==> config.mk <==
export PLATFORM = sky130hd
export DESIGN_NAME = axi4_slave_w_router
export DESIGN_NICKNAME = d
export VERILOG_FILES = /design/src/rtl/axi4_slave_w_router.sv
export SDC_FILE = /design/constraint.sdc
export NUM_CORES = 1
export LEC_CHECK = 0
export CORE_AREA = 4 4 150 152
export DETAILED_ROUTE_END_ITERATION = 12
export DIE_AREA = 0 0 154 156
export HOLD_SLACK_MARGIN = 0.05
export PLACE_DENSITY_LB_ADDON = 0.08
export SKIP_CTS_REPAIR_TIMING = 1
export SLEW_MARGIN = 10
export SYNTH_ARGS = -nofsm -noshare
export SYNTH_HDL_FRONTEND = slang
export SYNTH_SLANG_ARGS = --single-unit
==> constraint.sdc <==
create_clock -name ACLK -period 3.1 [get_ports ACLK]
set_clock_uncertainty 0.2 [all_clocks]
set_input_delay 0.62 -clock ACLK [delete_from_list [all_inputs] [get_ports ACLK]]
set_output_delay 0.62 -clock ACLK [all_outputs]
set_load 0.005 [all_outputs]
==> src/rtl/axi4_slave_w_router.sv <==
// Per-slave AXI4 W-channel router: queues {master, AWLEN} in AW-acceptance order and
// steers exactly AWLEN+1 beats from the queued master, regenerating WLAST locally.
module axi4_slave_w_router #(
    parameter int unsigned MASTER_NUM  = 4,
    parameter int unsigned DATA_WIDTH  = 64,
    parameter int unsigned W_BUF_DEPTH = 2,
    parameter int unsigned MIDX_W      = $clog2(MASTER_NUM)
) (
    input  logic                             ACLK,
    input  logic                             ARESETn,
    input  logic                             aw_push_valid,
    input  logic [MIDX_W-1:0]                aw_push_midx,
    input  logic [7:0]                       aw_push_len,
    output logic                             aw_push_ready,
    input  logic [MASTER_NUM*DATA_WIDTH-1:0] m_wdata,
    input  logic [MASTER_NUM*DATA_WIDTH/8-1:0] m_wstrb,
    input  logic [MASTER_NUM-1:0]            m_wlast,
    input  logic [MASTER_NUM-1:0]            m_wvalid,
    output logic [MASTER_NUM-1:0]            m_wready,
    output logic [DATA_WIDTH-1:0]            s_wdata,
    output logic [DATA_WIDTH/8-1:0]          s_wstrb,
    output logic                             s_wlast,
    output logic                             s_wvalid,
    input  logic                             s_wready,
    output logic                             wlast_err
);

    localparam int unsigned IDX_W  = $clog2(W_BUF_DEPTH);
    localparam int unsigned PTR_W  = IDX_W + 1;
    localparam int unsigned STRB_W = DATA_WIDTH / 8;

    logic [MIDX_W-1:0] fifo_midx_q [W_BUF_DEPTH];
    logic [7:0]        fifo_len_q  [W_BUF_DEPTH];
    logic [PTR_W-1:0]  wptr_q, wptr_d;
    logic [PTR_W-1:0]  rptr_q, rptr_d;
    logic [7:0]        cnt_q, cnt_d;
    logic              wlast_err_q, wlast_err_d;

    logic              full, empty, head_valid, is_last;
    logic              push, pop, beat, sel_wlast;
    logic [MIDX_W-1:0] head_midx;
    logic [7:0]        head_len;

    // Extra wrap bit distinguishes full from empty when indices match
    assign full       = (wptr_q[IDX_W-1:0] == rptr_q[IDX_W-1:0]) && (wptr_q[IDX_W] != rptr_q[IDX_W]);
    assign empty      = (wptr_q == rptr_q);
    assign head_valid = !empty;
    assign head_midx  = fifo_midx_q[rptr_q[IDX_W-1:0]];
    assign head_len   = fifo_len_q[rptr_q[IDX_W-1:0]];
    assign is_last    = (cnt_q == head_len);

    assign aw_push_ready = !full;
    assign s_wlast       = head_valid && is_last;
    assign wlast_err     = wlast_err_q;

    // Steer the head master's W channel to the slave
    always_comb begin
        s_wvalid  = 1'b0;
        s_wdata   = '0;
        s_wstrb   = '0;
        m_wready  = '0;
        sel_wlast = 1'b0;
        for (int unsigned i = 0; i < MASTER_NUM; i++) begin
            if (head_valid && (head_midx == MIDX_W'(i))) begin
                s_wvalid    = m_wvalid[i];
                s_wdata     = m_wdata[i*DATA_WIDTH +: DATA_WIDTH];
                s_wstrb     = m_wstrb[i*STRB_W +: STRB_W];
                m_wready[i] = s_wready;
                sel_wlast   = m_wlast[i];
            end
        end
    end

    assign beat = s_wvalid && s_wready;
    assign pop  = beat && is_last;
    assign push = aw_push_valid && !full;

    always_comb begin
        wptr_d      = wptr_q + PTR_W'(push);
        rptr_d      = rptr_q + PTR_W'(pop);
        cnt_d       = cnt_q;
        wlast_err_d = 1'b0;
        if (beat) begin
            cnt_d       = is_last ? 8'd0 : cnt_q + 8'd1;
            wlast_err_d = (sel_wlast != is_last);
        end
    end

    always_ff @(posedge ACLK or negedge ARESETn) begin
        if (!ARESETn) begin
            wptr_q      <= '0;
            rptr_q      <= '0;
            cnt_q       <= '0;
            wlast_err_q <= 1'b0;
            for (int unsigned i = 0; i < W_BUF_DEPTH; i++) begin
                fifo_midx_q[i] <= '0;
                fifo_len_q[i]  <= '0;
            end
        end else begin
            wptr_q      <= wptr_d;
            rptr_q      <= rptr_d;
            cnt_q       <= cnt_d;
            wlast_err_q <= wlast_err_d;
            if (push) begin
                fifo_midx_q[wptr_q[IDX_W-1:0]] <= aw_push_midx;
                fifo_len_q[wptr_q[IDX_W-1:0]]  <= aw_push_len;
            end
        end
    end

endmodule

==> results of run 1 <==
## registers in the layout, summed over array words and instances, names as in the netlist
name,flops
cnt_q,8
fifo_len_q,16
fifo_midx_q,4
rptr_q,2
wlast_err,1
wptr_q,2
## worst max path at each step
stage / end / startpoint / slack, ns / cells past startpoint
floorplan: s_wlast / rptr_q[0] / 0.58 / 7
global placement: s_wstrb[5] / rptr_q[0] / -0.05 / 7
detailed placement: s_wstrb[5] / rptr_q[0] / -0.08 / 7
CTS: s_wstrb[5] / rptr_q[0] / -0.39 / 7
global route: s_wdata[5] / rptr_q[0] / -0.23 / 7
finish: s_wdata[33] / rptr_q[0] / -0.11 / 7
## layout make-up
| cell class | instances | area [sq um] |
|---|---|---|
| Antenna cell | 9 | 22.5 |
| Multi-Input combinational cell | 331 | 3170 |
| Sequential cell | 33 | 826 |
| Fill cell | 2021 | 11800 |
| Timing Repair Buffer | 442 | 4700 |
| Tap cell | 275 | 344 |
| Inverter | 10 | 37.5 |
| Clock buffer | 7 | 143 |
## stage by stage
| stage | total power, mW | instances | util, % | worst slack [ns] | setup TNS [ns] |
|---|---|---|---|---|---|
| floorplan | 3.51 | 411 | - | 0.582 | 0 |
| global placement | 6.73 | 1072 | 39.8 | -0.0536 | -0.0546 |
| detailed placement | 6.75 | 1072 | 39.8 | -0.0771 | -0.0860 |
| CTS | 7.29 | 1079 | 40.5 | -0.390 | -15.09 |
| global route | 8.29 | 1105 | 43.9 | -0.226 | -1.90 |
| finish | 7.81 | 1107 | 44.0 | -0.110 | -0.712 |
## cells in the mapped netlist (4+ instances only)
cell / n / share of area [%]
buf_2: 23 / 3.0
clkbuf_1: 9 / 0.87
dfrtp_1: 33 / 21
ha_1: 4 / 1.3
inv_1: 10 / 0.97
mux2_2: 22 / 6.4
mux2i_1: 154 / 40
nand2_1: 7 / 0.68
nand2b_1: 4 / 0.65
nor2_1: 12 / 1.2
o21ai_0: 6 / 0.77
o221ai_1: 8 / 1.8
o22ai_1: 73 / 12
xnor2_1: 8 / 1.8
xor2_1: 5 / 1.1
## cells by family (layout without fill, tap and decap cells)
family | count (synthesis) | in the layout | synth area share (%)
other cells | 0 | 9 | 0
xor+xnor | 13 | 13 | 2.94
compound gates | 100 | 100 | 17.1
mux | 177 | 177 | 46.7
buf+inv | 47 | 459 | 5.68
flops | 33 | 33 | 21.3
simple gates | 37 | 37 | 5.00
fa+ha+maj | 4 | 4 | 1.29
## power by group
part           switching [mW]  leakage [nW]  internal [mW]
logic                    3.01          4.07           3.56
clock network           0.163        0.0700          0.315
registers               0.142         0.377          0.622
total                    3.31          4.51           4.50
## worst max-delay path, stage by stage, from the launching register on
cell and delay (ns):
dfrtp_1 0.37, buf_4 0.14, mux2i_4 0.23, buf_12 0.17
buf_4 0.26, mux2i_2 0.30, o22ai_1 0.15, clkdlybuf4s50_1 0.49
## per-layer routing
layer	vias to the layer above	track usage [%]
met5	-	0
met4	0	3.99
met3	14	9.88
met2	240	33.9
met1	2476	27.6
li1	2428	-
==> results.json, run 1 <==
{
  "routed_wl_microns": 29000,
  "clkSinkCount": 33,
  "worst-path-max-fanout": 13,
  "die_h_microns": 156,
  "place_area_sq_um": 8360,
  "finalNetCount": 1137,
  "post_drt_via_cell_ratio": 4.66,
  "drv_slew": 0,
  "synth.yosys.seq_area_share_pct": 21.3,
  "stdcell_area_sq_um": 9240,
  "reg2regPathDepth": 9,
  "top_layer": "met4",
  "setup_viol": 10,
  "power_density_nw_per_um2": 845,
  "hold_viol_final": 0,
  "numPortBuffers": 389,
  "synth_area_sq_um": 3880,
  "firstDrtPassIters": 5,
  "cts_tree": "yes",
  "grt_pass1_vias": 5358,
  "cellLeakagePower_nw": 4.51,
  "async_reset_ff_share_pct": 100,
  "rsz0062_at_grt": "yes",
  "drc": 0,
  "crit_path_end_kind": "output port",
  "grt_pass1_wl_microns": 38300,
  "whs_path_depth": 1,
  "status": "complete, but fails checks",
  "required_ns": 2.28,
  "fin_crit_ns": 3.21,
  "htreeDepth": 2,
  "cp.arrival_ns": 2.39,
  "grt-ovfl-total": 0,
  "maxCapViolations": 0,
  "num_io_pins": 390,
  "dp_hpwl_microns": 24200,
  "cts_max_path_buffers": 2,
  "final_common_cell": "clkdlybuf4s50_1",
  "insertion_delay_ns": 0.27,
  "synth_edf_count": 0,
  "drtIter0Drc": 182,
  "fin_ws_ns": -0.110,
  "holdWs_ns": 0.306,
  "place_congestion": 0.991,
  "dieArea_sq_um": 24000,
  "hold_class": "flip-flop to flip-flop",
  "worstHoldStart": "fifo_len_q[15]",
  "yosysUniqueCellTypes": 35,
  "met1_length_microns": 12000,
  "r2r-end": "cnt_q[4]",
  "track_usage_pct": 21.6,
  "violations": "setup timing",
  "slew_headroom_pct": 60.8,
  "path_class": "flip-flop to output port",
  "clkSlewWorstSetupHoldPaths_ns": 0.05,
  "initial_utilization_pct": 18.5,
  "area_delta_synth_final_pct": 138,
  "max_freq_mhz": 312,
  "synth_flop_cell": "dfrtp_1",
  "period_share_pct": 104,
  "synth-seq-cells": 33,
  "syn_nets": 725,
  "syn_inst": 411,
  "cts_buffers": 5,
  "peakVddDrop_v": 0.000340,
  "antenna_found_initial": 8,
  "synth_warnings": 0,
  "synth.avg_cell_area_sq_um": 9.44,
  "die_x_microns": 154,
  "final_cell_mix": "clkdlybuf4s50_1 (324), mux2i_1 (126), o22ai_1 (67)",
  "drive_gt1_share_pct": 15.7,
  "core_area_sq_um": 21000,
  "routed-wl-met2_microns": 13600,
  "std_cell_rows": 53,
  "wl_met3_microns": 3200,
  "clock-root-buffer": "clkbuf_16",
  "antenna_left": 0,
  "start_kind": "flip-flop",
  "grt_max_degree": 49,
  "post_drt_wl_per_cell_microns": 26.2,
  "dr_total_vias": 5158,
  "r2r_slack_ns": 0.49,
  "hold_path_end": "fifo_len_q[15]",
  "tightest_slew_ns": 0.588,
  "r2r_start": "rptr_q[0]"
}
Note: power is estimated with default switching activity, not from simulation.
==> inputs of run 2 (changes only) <==
--- a/config.mk
+++ b/config.mk
@@ -11,7 +11,7 @@
 export HOLD_SLACK_MARGIN = 0.05
 export PLACE_DENSITY_LB_ADDON = 0.08
 export SKIP_CTS_REPAIR_TIMING = 1
-export SLEW_MARGIN = 10
+export SLEW_MARGIN = 30
 export SYNTH_ARGS = -nofsm -noshare
 export SYNTH_HDL_FRONTEND = slang
 export SYNTH_SLANG_ARGS = --single-unit
==> results of run 2 <==
Same layout as run 1: the final DEF is identical, and so are final timing and power.
